## src/rtl/hb_pkg.sv

```systemverilog
// Shared definitions for the Hummingbird core wrapper: word width, FSM state
// encoding and a saturating counter helper.
package hb_pkg;

    localparam int HB_WORD_W = 16;
    localparam int HB_CNT_W  = 8;

    typedef enum logic [1:0] {
        HB_IDLE  = 2'd0,
        HB_ISSUE = 2'd1,
        HB_WAIT  = 2'd2,
        HB_HOLD  = 2'd3
    } hb_state_e;

    // Increment that sticks at all-ones instead of wrapping.
    function automatic logic [HB_CNT_W-1:0] hb_sat_inc(input logic [HB_CNT_W-1:0] v);
        return (v == '1) ? v : v + HB_CNT_W'(1);
    endfunction

endpackage

```

## src/rtl/hb_word_fifo.sv

```systemverilog
// Small synchronous word FIFO. Full/empty come from an occupancy counter, so
// the pointers only need log2(FIFO_DEPTH) bits and simply wrap.
module hb_word_fifo
    import hb_pkg::*;
#(
    parameter int FIFO_DEPTH = 4
) (
    input  logic                 clk_i,
    input  logic                 rst_ni,
    input  logic                 wr_en_i,
    input  logic [HB_WORD_W-1:0] wr_data_i,
    input  logic                 rd_en_i,
    output logic [HB_WORD_W-1:0] rd_data_o,
    output logic                 full_o,
    output logic                 empty_o
);

    localparam int PTR_W = $clog2(FIFO_DEPTH);
    localparam int CNT_W = PTR_W + 1;

    logic [HB_WORD_W-1:0] mem_q [FIFO_DEPTH];
    logic [PTR_W-1:0]     wr_ptr_q, wr_ptr_d;
    logic [PTR_W-1:0]     rd_ptr_q, rd_ptr_d;
    logic [CNT_W-1:0]     count_q, count_d;
    logic                 do_wr;
    logic                 do_rd;

    assign full_o    = (count_q == CNT_W'(FIFO_DEPTH));
    assign empty_o   = (count_q == '0);
    assign rd_data_o = mem_q[rd_ptr_q];

    // A read frees a slot in the same cycle, so a write alongside it is safe even when full.
    assign do_rd = rd_en_i && !empty_o;
    assign do_wr = wr_en_i && (!full_o || do_rd);

    // Pointer and occupancy next-state.
    always_comb begin
        wr_ptr_d = do_wr ? wr_ptr_q + PTR_W'(1) : wr_ptr_q;
        rd_ptr_d = do_rd ? rd_ptr_q + PTR_W'(1) : rd_ptr_q;
        count_d  = count_q;
        case ({do_wr, do_rd})
            2'b10:   count_d = count_q + CNT_W'(1);
            2'b01:   count_d = count_q - CNT_W'(1);
            default: count_d = count_q;
        endcase
    end

    // Control state; a reset discards whatever the buffer held.
    always_ff @(posedge clk_i or negedge rst_ni) begin
        if (!rst_ni) begin
            wr_ptr_q <= '0;
            rd_ptr_q <= '0;
            count_q  <= '0;
        end else begin
            wr_ptr_q <= wr_ptr_d;
            rd_ptr_q <= rd_ptr_d;
            count_q  <= count_d;
        end
    end

    // Storage array, written at the write pointer.
    always_ff @(posedge clk_i) begin
        if (do_wr) begin
            mem_q[wr_ptr_q] <= wr_data_i;
        end
    end

endmodule

```

## src/rtl/hb_stream_sequencer.sv

```systemverilog
// Host-side sequencer for the Hummingbird core: buffers plaintext words, hands
// them to the core one at a time, collects ciphertext and loop-back plaintext,
// and returns both on a valid/ready stream with mismatch and timeout reporting.
module hb_stream_sequencer
    import hb_pkg::*;
#(
    parameter int FIFO_DEPTH  = 4,
    parameter int TIMEOUT_CYC = 64
) (
    input  logic                 clk,
    input  logic                 reset,
    input  logic                 s_valid,
    output logic                 s_ready,
    input  logic [HB_WORD_W-1:0] s_data,
    output logic                 hb_data_rdy,
    output logic [HB_WORD_W-1:0] hb_input_data,
    input  logic                 hb_enc_complete,
    input  logic                 hb_dec_complete,
    input  logic [HB_WORD_W-1:0] hb_enc_data,
    input  logic [HB_WORD_W-1:0] hb_dec_data,
    output logic                 m_valid,
    input  logic                 m_ready,
    output logic [HB_WORD_W-1:0] m_cipher,
    output logic [HB_WORD_W-1:0] m_plain,
    output logic                 m_mismatch,
    output logic                 busy,
    output logic                 err_timeout,
    output logic [HB_CNT_W-1:0]  mismatch_cnt
);

    localparam int               TMR_W    = $clog2(TIMEOUT_CYC) + 1;
    localparam logic [TMR_W-1:0] TMR_LAST = TMR_W'(TIMEOUT_CYC - 1);

    hb_state_e            state_q, state_d;
    logic                 ready_en_q;
    logic [HB_WORD_W-1:0] word_q, word_d;
    logic [HB_WORD_W-1:0] enc_q, enc_d;
    logic [HB_WORD_W-1:0] dec_q, dec_d;
    logic                 enc_seen_q, enc_seen_d;
    logic                 dec_seen_q, dec_seen_d;
    logic [TMR_W-1:0]     timer_q, timer_d;
    logic                 mism_q, mism_d;
    logic                 err_q, err_d;
    logic [HB_CNT_W-1:0]  cnt_q, cnt_d;

    logic                 fifo_wr;
    logic                 fifo_rd;
    logic                 fifo_full;
    logic                 fifo_empty;
    logic [HB_WORD_W-1:0] fifo_rd_data;

    logic                 both_seen;
    logic                 tmr_expired;
    logic [HB_WORD_W-1:0] dec_word;

    // s_ready is gated by a flop so it stays low until the first clock after reset release.
    assign s_ready = ready_en_q && !fifo_full;
    assign fifo_wr = s_valid && s_ready;
    assign fifo_rd = (state_q == HB_IDLE) && !fifo_empty;

    hb_word_fifo #(
        .FIFO_DEPTH(FIFO_DEPTH)
    ) u_fifo (
        .clk_i     (clk),
        .rst_ni    (reset),
        .wr_en_i   (fifo_wr),
        .wr_data_i (s_data),
        .rd_en_i   (fifo_rd),
        .rd_data_o (fifo_rd_data),
        .full_o    (fifo_full),
        .empty_o   (fifo_empty)
    );

    // A flag counts as seen if it was recorded earlier or is high at this edge.
    assign both_seen   = (enc_seen_q || hb_enc_complete) && (dec_seen_q || hb_dec_complete);
    assign tmr_expired = (timer_q == TMR_LAST);
    assign dec_word    = dec_seen_q ? dec_q : hb_dec_data;

    // FSM state register.
    always_ff @(posedge clk or negedge reset) begin
        if (!reset) begin
            state_q <= HB_IDLE;
        end else begin
            state_q <= state_d;
        end
    end

    // FSM next-state: one word in flight at a time, result held until the host takes it.
    always_comb begin
        state_d = state_q;
        case (state_q)
            HB_IDLE:  if (!fifo_empty) state_d = HB_ISSUE;
            HB_ISSUE: state_d = HB_WAIT;
            HB_WAIT:  if (both_seen || tmr_expired) state_d = HB_HOLD;
            HB_HOLD:  if (m_ready) state_d = HB_IDLE;
            default:  state_d = HB_IDLE;
        endcase
    end

    // FSM outputs, decoded purely from state and registered FIFO status.
    always_comb begin
        hb_data_rdy = (state_q == HB_ISSUE);
        m_valid     = (state_q == HB_HOLD);
        busy        = (state_q != HB_IDLE) || !fifo_empty;
    end

    // Datapath next-state: word load, flag/data capture, timer, result flags and counter.
    always_comb begin
        word_d     = word_q;
        enc_d      = enc_q;
        dec_d      = dec_q;
        enc_seen_d = enc_seen_q;
        dec_seen_d = dec_seen_q;
        timer_d    = timer_q;
        mism_d     = mism_q;
        err_d      = err_q;
        cnt_d      = cnt_q;
        case (state_q)
            HB_IDLE: begin
                // hb_input_data only ever changes here, so the core never sees it move mid-word.
                if (!fifo_empty) begin
                    word_d = fifo_rd_data;
                end
            end
            HB_ISSUE: begin
                // Flags still high from the previous word are deliberately not sampled here.
                timer_d    = '0;
                enc_seen_d = 1'b0;
                dec_seen_d = 1'b0;
                enc_d      = '0;
                dec_d      = '0;
                mism_d     = 1'b0;
            end
            HB_WAIT: begin
                timer_d = timer_q + TMR_W'(1);
                if (hb_enc_complete && !enc_seen_q) begin
                    enc_seen_d = 1'b1;
                    enc_d      = hb_enc_data;
                end
                if (hb_dec_complete && !dec_seen_q) begin
                    dec_seen_d = 1'b1;
                    dec_d      = hb_dec_data;
                end
                if (both_seen) begin
                    mism_d = (dec_word != word_q);
                    if (dec_word != word_q) begin
                        cnt_d = hb_sat_inc(cnt_q);
                    end
                end else if (tmr_expired) begin
                    // A timed-out word is reported as bad; fields never delivered stay zero.
                    err_d  = 1'b1;
                    mism_d = 1'b1;
                    cnt_d  = hb_sat_inc(cnt_q);
                end
            end
            default: begin
            end
        endcase
    end

    // Datapath and status registers; everything clears on reset so outputs read zero at once.
    always_ff @(posedge clk or negedge reset) begin
        if (!reset) begin
            ready_en_q <= 1'b0;
            word_q     <= '0;
            enc_q      <= '0;
            dec_q      <= '0;
            enc_seen_q <= 1'b0;
            dec_seen_q <= 1'b0;
            timer_q    <= '0;
            mism_q     <= 1'b0;
            err_q      <= 1'b0;
            cnt_q      <= '0;
        end else begin
            ready_en_q <= 1'b1;
            word_q     <= word_d;
            enc_q      <= enc_d;
            dec_q      <= dec_d;
            enc_seen_q <= enc_seen_d;
            dec_seen_q <= dec_seen_d;
            timer_q    <= timer_d;
            mism_q     <= mism_d;
            err_q      <= err_d;
            cnt_q      <= cnt_d;
        end
    end

    assign hb_input_data = word_q;
    assign m_cipher      = enc_q;
    assign m_plain       = dec_q;
    assign m_mismatch    = mism_q;
    assign err_timeout   = err_q;
    assign mismatch_cnt  = cnt_q;

endmodule

```

## config.mk

```make
export PLATFORM = sky130hd
export DESIGN_NAME = hb_stream_sequencer
export DESIGN_NICKNAME = d
export VERILOG_FILES = /design/src/rtl/hb_pkg.sv /design/src/rtl/hb_word_fifo.sv /design/src/rtl/hb_stream_sequencer.sv
export SDC_FILE = /design/constraint.sdc
export NUM_CORES = 1
export LEC_CHECK = 0
export ABC_AREA = 1
export CORE_MARGIN = 1
export CORE_UTILIZATION = 55
export CTS_BUF_LIST = sky130_fd_sc_hd__clkbuf_8
export CTS_CLUSTER_DIAMETER = 30
export DETAILED_ROUTE_END_ITERATION = 10
export HOLD_SLACK_MARGIN = 0.08
export PLACE_DENSITY = 0.81
export SYNTH_ARGS = -nofsm -noshare
export SYNTH_HDL_FRONTEND = slang
export SYNTH_HIERARCHICAL = 1
export SYNTH_SLANG_ARGS = --single-unit
```

## constraint.sdc

```tcl
create_clock -name clk -period 4.7 [get_ports clk]
set_input_delay 0.94 -clock clk [delete_from_list [all_inputs] [get_ports clk]]
set_output_delay 0.94 -clock clk [all_outputs]
set_load 0.02 [all_outputs]
```

; Yosys cells after proc, flatten, opt, wreduce, memory -nomap -nowiden
; Memories as Yosys holds them, arrays and structs flattened. A register that Yosys moved wholly into a read port is not among the register bits.
; Cells that the tools add are included.
[op_classes]
n_reduce_logical = 31
bitwise_logic = 2
add_sub_neg = 6
n_mux = 24
n_eq_ne = 16
[ops]
columns = op, n
row1 = one-hot mux 16 bit (2 select lines), 2
row2 = two-way mux 16 bit, 3
row3 = two-way mux 8 bit, 4
row4 = != test 16 bit, 1
row5 = one-hot mux 7 bit (2 select lines), 1
row6 = AND reduction 3 bit, 3
row7 = "adder 8 x 1 -> 8 bit, second input constant", 1
row8 = "== test 8 bit, second input constant", 1
row9 = logical AND 1 bit, 8
row10 = "!= test 2 bit, second input constant", 4
row11 = one-hot mux 2 bit (4 select lines), 1
row12 = AND reduction 2 bit, 4
row13 = nonzero test 2 bit, 4
row14 = "adder 7 x 1 -> 7 bit, second input constant", 1
row15 = "== test 7 x 6 -> 1 bit, second input constant", 1
row16 = "== test 2 bit, second input constant", 3
row17 = two-way mux 1 bit, 6
row18 = two-way mux 2 bit, 3
row19 = one-hot mux 1 bit (2 select lines), 3
row20 = one-hot mux 3 bit (2 select lines), 1
row21 = zero test 1 bit, 5
row22 = logical OR 1 bit, 5
row23 = "adder 2 x 1 -> 2 bit, second input constant", 2
row24 = "== test 2 x 1 -> 1 bit, second input constant", 2
row25 = other kinds (8), 10
[totals]
ramBits = 64
in_bits = 54
output_inout_bits = 62
ff_bits = 61
n_memories = 1
[mem_list]
columns = name, depth, word_bits, read_ports, rd_clocked_by_memory_dff, write_ports, line
row1 = u_fifo.mem_q, 4, 16, 1, 1, 1, hb_word_fifo.sv:21  ; logic [HB_WORD_W-1:0] mem_q [FIFO_DEPTH];

; Depth between registers and ports, before layout
; Gate-level depths: netlist of the first run.
[depth]
word_depth = 8
ltp_mapped = 12
ltp_nobuf = 12

; By module
; The synthesis of the first run kept the hierarchy.
[by_module_without_submodules]
columns = module, n_inst, cells_per_inst, seq_area_each_um2, area_each_um2
row1 = hb_stream_sequencer, 1, 452, 1751.7, 3560.9
row2 = hb_word_fifo, 1, 209, 2097.0, 2816.5

; Worst setup path after synthesis of the first run
; No wires, ideal clock.
[synth_path]
path_type = input -> register
startpoint = input port s_valid
endpoint = memory u_fifo.mem_q[0][0] (enable)
stages = 3
t_arrival_ps = 2246
slack_ps = 2066
t_required_ps = 4311
setup_time_ps = 389
path_buffers = 0
cell_sequence = nor3b_1 > o21ai_4 > nor2_1
[synth_between]
elab_chain_len = 4
[synth_rtl]
columns = item, line
row1 = "start, declared", hb_stream_sequencer.sv:12  ; input logic s_valid,
row2 = logical AND 1 bit, hb_stream_sequencer.sv:58  ; assign fifo_wr = s_valid && s_ready;
row3 = logical AND 1 bit, hb_word_fifo.sv:34  ; assign do_wr = wr_en_i && (!full_o || do_rd);
row4 = two-way mux 1 bit, hb_word_fifo.sv:63  ; if (do_wr) begin
row5 = two-way mux 1 bit (implied by the code), hb_word_fifo.sv:64  ; mem_q[wr_ptr_q] <= wr_data_i;
row6 = "end, declared", hb_word_fifo.sv:21
; Every way passes these cells.

; Worst setup path in the final report of the first run
[layout_path]
startpoint = register state_q[0]
endpoint = output port busy
[layout_between]
elab_chain_len = 2
[layout_rtl]
columns = item, line
row1 = "start, declared", hb_stream_sequencer.sv:34  ; hb_state_e state_q, state_d;
row2 = "start signal, assigned", hb_stream_sequencer.sv:84  ; state_q <= state_d;
row3 = nonzero test 2 bit, hb_stream_sequencer.sv:104  ; busy = (state_q != HB_IDLE) || !fifo_empty;
row4 = logical OR 1 bit, hb_stream_sequencer.sv:104
row5 = "end, declared", hb_stream_sequencer.sv:26  ; output logic busy,
; Every way passes these cells.

==> flow_summary.yaml, run 1 <==
status:
  status: "completed"
grt:
  met3_usage: 0.0699
  grt_pass1_vias: 4845
  globalRouteMet2Util: 0.416
  gr-total-overflow: 0
  gr-usage-met1: 0.320
  antenna_found_initial: 0
  track_usage: 0.255
  grt_max_degree: 78
  grt_pass1_wl_mm: 22.8
  top_usage_layer: "met2"
routing:
  vias_per_cell: 5.36
  drc: 0
  ant_nets: 0
  vias: 4975
  drtIter0Drc: 417
  detail_route.wl_per_cell_microns: 15.3
  dr.pass1.iters: 5
  wirelength_mm: 14.2
setup_path:
  end_kind: "output pin"
  critPathRequiredTime_ns: 3.76
  crit_path_start: "state_q[0]"
  crit_fanout: 4
  path_class: "reg -> out"
  start_kind: "flip-flop"
  crit_arrival_ns: 1.89
  r2r-start: "state_q[0]"
sta:
  fin_setup_tns_ns: 0
  finalSetupViolCount: 0
  drv_slew: 0
  hold_slack_ns: 0.499
  max_freq_mhz: 354
  slew_headroom: 0.254
  period_share: 0.602
  worst_pin_slew_ns: 1.12
  rsz0062_at_grt: "no"
  finalHoldViolations: 0
  fin_crit_ns: 2.83
  skew_ns: 0.00837
clock_network:
  cts_tree: "yes"
  hold_buffers: 0
  post_cts_buffers: 0
  worstSkewPairLatency_ns: 0.44
  cts.htree.levels: 4
  cts_resized: 0
  cts-buffers-inserted: 17
  cts.clk_slew.worst_paths_ns: 0.08
  numClockSinks: 141
  cts_root_buffer: "clkbuf_8"
  cts.path.max_buffers: 2
final_layout:
  fillCellCount: 823
  finalInstanceArea_sq_um: 7950
  drive_above_1_share: 0.0710
  num_antenna_cells: 0
  area_delta_synth_final_pct: 24.6
  fin_nets: 842
  final_core_util: 0.718
synthesis:
  syn_nets: 727
  yosys.area.top_type_share: 0.302
  yosysWarningCount: 6
  yosys.area.top_type: "dfrtp_1"
  seq_area_frac_synth: 0.603
  syn-cell-area_sq_um: 6380
  yosys.cell_types.count: 36
  postSynthCellCount: 661
  synth_area_leaders: "dfrtp_1 30%, edfxtp_1 30%, nand2_1 8.3%"
  ys_seq_elements: 141
  avgSynthCellArea_sq_um: 9.65
die:
  dieWidth_microns: 110
  dieHeight_microns: 110
  ios: 116
  initial_core_util: 0.576
  rows: 38
  design.core.area_sq_um: 11100
  die_area_sq_um: 12000
power:
  power_leakage_nw: 3.46
  cellPowerDensity_nw_per_um2: 603
  power_mw: 4.80
  ir_worst_vdd_mv: 0.331
place:
  portBuffers: 115
  hpwlAfterDp_mm: 10.0
  globalplace.congestion: 0.844
  dpl-instance-area_sq_um: 7610
flow_run:
  max_cap_violations: 0
min_path:
  min_path_type: "reg -> reg"
  min_from: "enc_seen_q"
## synth_stat cells
cell type  count
o21bai_1       1
buf_12         1
o22ai_1       21
nor3b_1        1
o21ai_0       63
nand2_1      141
clkbuf_1      11
nand3_4        2
xnor2_1        3
a211oi_1       1
nand4_1       12
buf_4          1
inv_2          2
conb_1         1
inv_1         80
a21oi_1        9
nor2_1        53
buf_2         11
ha_1          11
dfrtp_1       77
edfxtp_1      64
nor2_4         1
nand3b_1       3
o211ai_1       1
xor2_1         6
nor2_2         5
nand3_2        2
nand3_1       49
buf_6          1
nor3_1         5
o21ai_1       15
nand2_2        3
a21oi_2        1
nand3b_2       1
o21ai_4        1
fa_1           1
## cell type report
class	instances	area [sq um]	area share
inverters	82	308	0.0387
multi-input cells	413	2090	0.263
clock inverters	15	101	0.0127
clock buffers	17	234	0.0294
flip-flops and latches	141	3850	0.484
well taps	140	175	0.0220
repair buffers	121	1190	0.150
## worst max-delay path, stage by stage (launching register included)
cell,delay (ns)
dfrtp_1,0.38
inv_1,0.10
ha_1,0.23
nand2_1,0.12
clkdlybuf4s50_1,0.61
## flip-flops by register name, indices dropped and copies added (netlist names), 2 cells and up
register         count
u_fifo/wr_ptr_q      2
u_fifo/count_q       3
mismatch_cnt         8
u_fifo/mem_q        64
u_fifo/rd_ptr_q      2
m_plain             16
state_q              2
timer_q              7
m_cipher            16
hb_input_data       16
## kinds of logic after synthesis
group,after synthesis,synth area share
and+or+nand+nor,278,0.193
xor gates and xnor gates,9,0.0124
buffers and inverters,107,0.0695
DFF,141,0.603
adders and majority gates,12,0.0247
AOI/OAI and AO/OA,113,0.0963
other,1,0.000588
## worst paths after layout
| path | cells past startpoint | slack (ns) | to |
|---|---|---|---|
| min in group asynchronous | 1 | 0.65 | state_q[1] |
| min reg2reg | 2 | 0.50 | enc_seen_q |
| max | 4 | 1.87 | busy |
| max in group asynchronous | 1 | 3.45 | u_fifo/wr_ptr_q[0] |
| min | 2 | 0.50 | enc_seen_q |
| max reg2reg | 6 | 2.13 | dec_seen_q |
## power by group
group          internal [mW]  leakage (nW)  switching [mW]
logic                  0.817          1.73            1.25
registers               1.61          1.58           0.296
clock network          0.358         0.151           0.460
total                   2.79          3.46            2.01
## metal layers
metal  vias up  wire length, microns
met4         0                   399
li1       2425                     -
met5         -                     0
met3        31                  1040
met2       196                  6820
met1      2323                  5930
## cells in the final DEF (no fill, tap or decap)
| master | n |
|---|---|
| a211oi_1 | 1 |
| a21oi_1 | 9 |
| a21oi_2 | 1 |
| buf_4 | 7 |
| clkbuf_8 | 17 |
| clkdlybuf4s50_1 | 114 |
| clkinv_1 | 2 |
| clkinv_2 | 3 |
| clkinv_4 | 2 |
| clkinvlp_4 | 7 |
| conb_1 | 1 |
| dfrtp_1 | 77 |
| edfxtp_1 | 64 |
| fa_1 | 1 |
| ha_1 | 11 |
| inv_1 | 80 |
| inv_2 | 2 |
| inv_6 | 1 |
| nand2_1 | 141 |
| nand2_2 | 3 |
| nand3_1 | 49 |
| nand3_2 | 2 |
| nand3_4 | 2 |
| nand3b_1 | 3 |
| nand3b_2 | 1 |
| nand4_1 | 12 |
| nor2_1 | 52 |
| nor2_2 | 6 |
| nor2_4 | 1 |
| nor3_1 | 5 |
| nor3b_1 | 1 |
| o211ai_1 | 1 |
| o21ai_0 | 63 |
| o21ai_1 | 15 |
| o21ai_4 | 1 |
| o21bai_1 | 1 |
| o22ai_1 | 21 |
| xnor2_1 | 3 |
| xor2_1 | 6 |
## per-stage QoR
| step | setup WS (ns) | cells |
|---|---|---|
| 2_1_floorplan | 2.07 | 661 |
| 3_3_place_gp | 1.92 | 897 |
| 3_5_place_dp | 1.84 | 897 |
| 4_1_cts | 1.83 | 929 |
| 5_1_grt | 1.74 | 929 |
| 6_report | 1.87 | 929 |
Note: power is estimated with default switching activity, not from simulation.
==> run 2, diff against run 1 <==
- CORE_UTILIZATION: 55 -> 54
- PLACE_DENSITY: 0.81 -> 0.8
- clock period: 4.7 -> 2.7 ns (I/O delays scaled with it)
==> flow_summary.yaml, run 2 (same netlist as run 1, synthesis figures left out) <==
routing:
  ant_nets: 0
  dr.pass1.iters: 5
  vias: 5024
  detail_route.wl_per_cell_microns: 15.2
  drtIter0Drc: 367
  drc: 0
  vias_per_cell: 5.36
  wirelength_mm: 14.3
final_layout:
  num_antenna_cells: 0
  top_register: "u_fifo/mem_q"
  final_common_cell: "nand2_1"
  drive_above_1_share: 0.0768
  largest_reg_flops: 64
  fin_nets: 847
  instances_no_fill: 937
  mostFrequentLayoutCells: "141 x nand2_1, 114 x clkdlybuf4s50_1, 81 x inv_1"
  area_delta_synth_final_pct: 26.8
setup_path:
  path_class: "reg -> out"
  crit_arrival_ns: 1.88
  crit_cells: 4
  worst-path-buf-inv: 2
  path_cells: "inv_1, ha_1, nand2_1, clkdlybuf4s50_1"
  start_kind: "flip-flop"
  max_stage_delay_ns: 0.61
  crit_fanout: 4
  critPathRequiredTime_ns: 2.16
  cp_slowest_cell: "clkdlybuf4s50_1"
  cp_top_family: "buffers and inverters"
  end_kind: "output pin"
  r2r_cells: 10
grt:
  grt_max_degree: 78
  grt_pass1_wl_mm: 23.0
  antenna_found_initial: 0
  track_usage: 0.241
  grt_pass1_vias: 4849
  gr-total-overflow: 0
sta:
  slew_headroom: 0.360
  worst_pin_slew_ns: 0.959
  rsz0062_at_grt: "no"
  period_share: 0.895
  finalHoldViolations: 0
  timing.final.ws_setup_ns: 0.283
  fin_crit_ns: 2.42
  drv_slew: 0
  fin_setup_tns_ns: 0
  max_freq_mhz: 414
  finalSetupViolCount: 0
  skew_ns: 0.0118
power:
  cellPowerDensity_nw_per_um2: 1090
  comb_power_share: 0.427
  p_clk_frac: 0.206
  ir_worst_vdd_mv: 0.679
  p_switching_mw: 3.53
  power_mw: 8.80
  power_leakage_nw: 3.55
  switching_share: 0.402
  internal_power_mw: 5.27
  seqPwrFrac: 0.368
clock_network:
  cts.clk_slew.worst_paths_ns: 0.08
  worstSkewPairLatency_ns: 0.45
  cts_resized: 0
  cts_root_buffer: "clkbuf_8"
  cts.htree.levels: 4
  post_cts_buffers: 0
  cts.path.max_buffers: 2
  hold_buffers: 0
  cts-buffers-inserted: 17
  cts_tree: "yes"
  numClockSinks: 141
die:
  initial_core_util: 0.556
  ios: 116
  dieHeight_microns: 111
  die_area_sq_um: 12200
  rows: 39
  design.core.area_sq_um: 11500
  dieWidth_microns: 111
place:
  post-place-ws_ns: 0.440
  hpwlAfterDp_mm: 9.68
  portBuffers: 115
  globalplace.congestion: 0.819
  dp.cells: 905
min_path:
  min_path_type: "in -> async"
status:
  status: "completed"
flow_run:
  max_cap_violations: 0
run 2: area by class of cell:
| cell class | instances | area [sq um] |
|---|---|---|
| fill | 837 | 3380 |
| timing repair buffer | 126 | 1230 |
| inverter | 82 | 308 |
| clock inverter | 15 | 195 |
| multi-input combinational | 413 | 2090 |
| sequential | 141 | 3850 |
| clock buffer | 17 | 234 |
| tap | 143 | 179 |
run 2: routing by layer:
layer	share of wire	track usage	up-vias
met5	0	0	-
met4	0.019	0.113	0
met3	0.056	0.0590	22
met2	0.49	0.396	170
met1	0.43	0.301	2402
li1	-	-	2430
run 2: worst paths after layout:
check,from,endpoint,slack (ns)
worst max-delay path,state_q[0],busy,0.28
worst min-delay path,reset,mismatch_cnt[4],0.25
worst max register to register,state_q[0],u_fifo/count_q[2],0.64
worst min register to register,err_timeout,err_timeout,0.50
max in group asynchronous,reset,hb_input_data[8],1.84
min in group clk,err_timeout,err_timeout,0.50
run 2: worst register-to-register path: cells and delay by family, from the launching register on:
family	cells	cell delay [ns]
AND/OR/NAND/NOR	6	0.73
adder cells (fa/ha/maj)	2	0.63
flip-flops	1	0.40
buffers and inverters	2	0.19
run 2: power groups by stage:
stage / clock (mW) / sequential, mW / combinational [mW]
after CTS: 1.84 / 3.23 / 3.76
after detailed placement: 0 / 3.28 / 3.73
after floorplan: 0 / 3.57 / 1.99
final: 1.81 / 3.24 / 3.76
after global placement: 0 / 3.24 / 3.63
after global routing: 1.92 / 3.30 / 4.11
run 2: through the flow:
stage	hold slack [ns]	instance area, sq um	util
2_1_floorplan	0.244	6380	-
3_3_place_gp	0.485	7650	0.668
3_5_place_dp	0.486	7650	0.668
4_1_cts	0.264	8080	0.705
5_1_grt	0.315	8080	0.705
6_report	0.250	8080	0.705
==> run 3, diff against run 2 <==
- PLACE_DENSITY: 0.8 -> 0.82
- SETUP_SLACK_MARGIN: default -> 0.1
==> flow_summary.yaml, run 3 (same netlist as run 1, synthesis figures left out) <==
die:
  design.core.area_sq_um: 11500
  dieWidth_microns: 111
  die_area_sq_um: 12200
  initial_core_util: 0.556
  ios: 116
  dieHeight_microns: 111
  rows: 39
sta:
  max_freq_mhz: 419
  timing.final.ws_setup_ns: 0.312
  finalHoldViolations: 0
  slew_headroom: 0.358
  finalSetupViolCount: 0
  fin_crit_ns: 2.39
  worst_pin_slew_ns: 0.963
  period_share: 0.885
  hold_slack_ns: 0.248
  skew_ns: 0.0138
  fin_setup_tns_ns: 0
  rsz0062_at_grt: "no"
  drv_slew: 0
status:
  status: "completed"
final_layout:
  final_common_cell: "nand2_1"
  mostFrequentLayoutCells: "141 x nand2_1, 114 x clkdlybuf4s50_1, 82 x inv_1"
  largest_reg_flops: 64
  instances_no_fill: 937
  fillCellCount: 833
  top_register: "u_fifo/mem_q"
  area_delta_synth_final_pct: 26.3
  drive_above_1_share: 0.0768
  num_antenna_cells: 0
  fin_nets: 847
power:
  ir_worst_vdd_mv: 0.620
  switching_share: 0.410
  power_leakage_nw: 3.53
  comb_power_share: 0.437
  p_switching_mw: 3.54
  p_clk_frac: 0.187
  internal_power_mw: 5.10
  seqPwrFrac: 0.376
  cellPowerDensity_nw_per_um2: 1070
routing:
  vias_per_cell: 5.48
  drc: 0
  dr.pass1.iters: 6
  vias: 5134
  detail_route.wl_per_cell_microns: 15.4
  ant_nets: 0
  wirelength_mm: 14.5
  drtIter0Drc: 400
clock_network:
  cts.htree.levels: 4
  numClockSinks: 141
  cts_root_buffer: "clkbuf_8"
  hold_buffers: 0
  cts.path.max_buffers: 2
  cts_resized: 0
  cts.clk_slew.worst_paths_ns: 0.08
  post_cts_buffers: 0
  cts_tree: "yes"
  worstSkewPairLatency_ns: 0.43
  cts-buffers-inserted: 17
place:
  globalplace.congestion: 0.851
  post-place-ws_ns: 0.418
  dp.cells: 905
  hpwlAfterDp_mm: 9.98
  portBuffers: 115
grt:
  track_usage: 0.245
  grt_pass1_wl_mm: 23.7
  grt_pass1_vias: 4916
  grt_max_degree: 78
  gr-total-overflow: 0
  antenna_found_initial: 0
min_path:
  min_path_type: "in -> async"
flow_run:
  max_cap_violations: 0
setup_path:
  crit_fanout: 4
  critPathRequiredTime_ns: 2.16
  crit_arrival_ns: 1.85
  end_kind: "output pin"
  rrSetupSlack_ns: 0.60
  start_kind: "flip-flop"
  path_class: "reg -> out"
-- run 3: layer usage --
layer / wire length [microns] / up-vias / global-route usage
li1: - / 2435 / -
met1: 6180 / 2451 / 0.319
met2: 7250 / 221 / 0.409
met5: 0 / - / 0
met4: 230 / 0 / 0.0969
met3: 811 / 27 / 0.0426
-- run 3: power by group through the flow --
| stage | sequential [mW] | clock (mW) | combinational [mW] |
|---|---|---|---|
| 4_1_cts | 3.24 | 1.64 | 3.78 |
| 2_1_floorplan | 3.57 | 0 | 1.99 |
| 5_1_grt | 3.30 | 1.74 | 4.16 |
| 3_5_place_dp | 3.28 | 0 | 3.76 |
| 6_report | 3.25 | 1.62 | 3.77 |
| 3_3_place_gp | 3.25 | 0 | 3.64 |
-- run 3: path summary, 6_finish.rpt --
kind / start / end / depth (start not counted)
min reg2reg: enc_seen_q / enc_seen_q / 2
max reg2reg: state_q[0] / m_plain[6] / 6
max in group asynchronous: reset / m_plain[14] / 1
max: state_q[0] / busy / 4
min in group clk: enc_seen_q / enc_seen_q / 2
min: reset / mismatch_cnt[7] / 1
-- run 3: cell type report --
| type | instances | area [sq um] | area share |
|---|---|---|---|
| clock buffers | 17 | 234 | 0.0291 |
| multi-input cells | 413 | 2090 | 0.259 |
| flip-flops and latches | 141 | 3850 | 0.478 |
| well taps | 143 | 179 | 0.0222 |
| inverters | 82 | 308 | 0.0382 |
| clock inverters | 15 | 150 | 0.0186 |
| repair buffers | 126 | 1240 | 0.154 |
-- run 3: stage by stage --
| stage | power [mW] | util | instance area [sq um] |
|---|---|---|---|
| 2_1_floorplan | 5.57 | - | 6380 |
| 3_3_place_gp | 6.89 | 0.669 | 7670 |
| 3_5_place_dp | 7.04 | 0.669 | 7670 |
| 4_1_cts | 8.66 | 0.702 | 8050 |
| 5_1_grt | 9.20 | 0.702 | 8050 |
| 6_report | 8.64 | 0.702 | 8050 |
-- run 3: critical path, cell delays in order (launching register included) --
cell and delay, ns:
dfrtp_1 0.40, inv_1 0.10, ha_1 0.23, nand2_1 0.09
clkdlybuf4s50_1 0.60
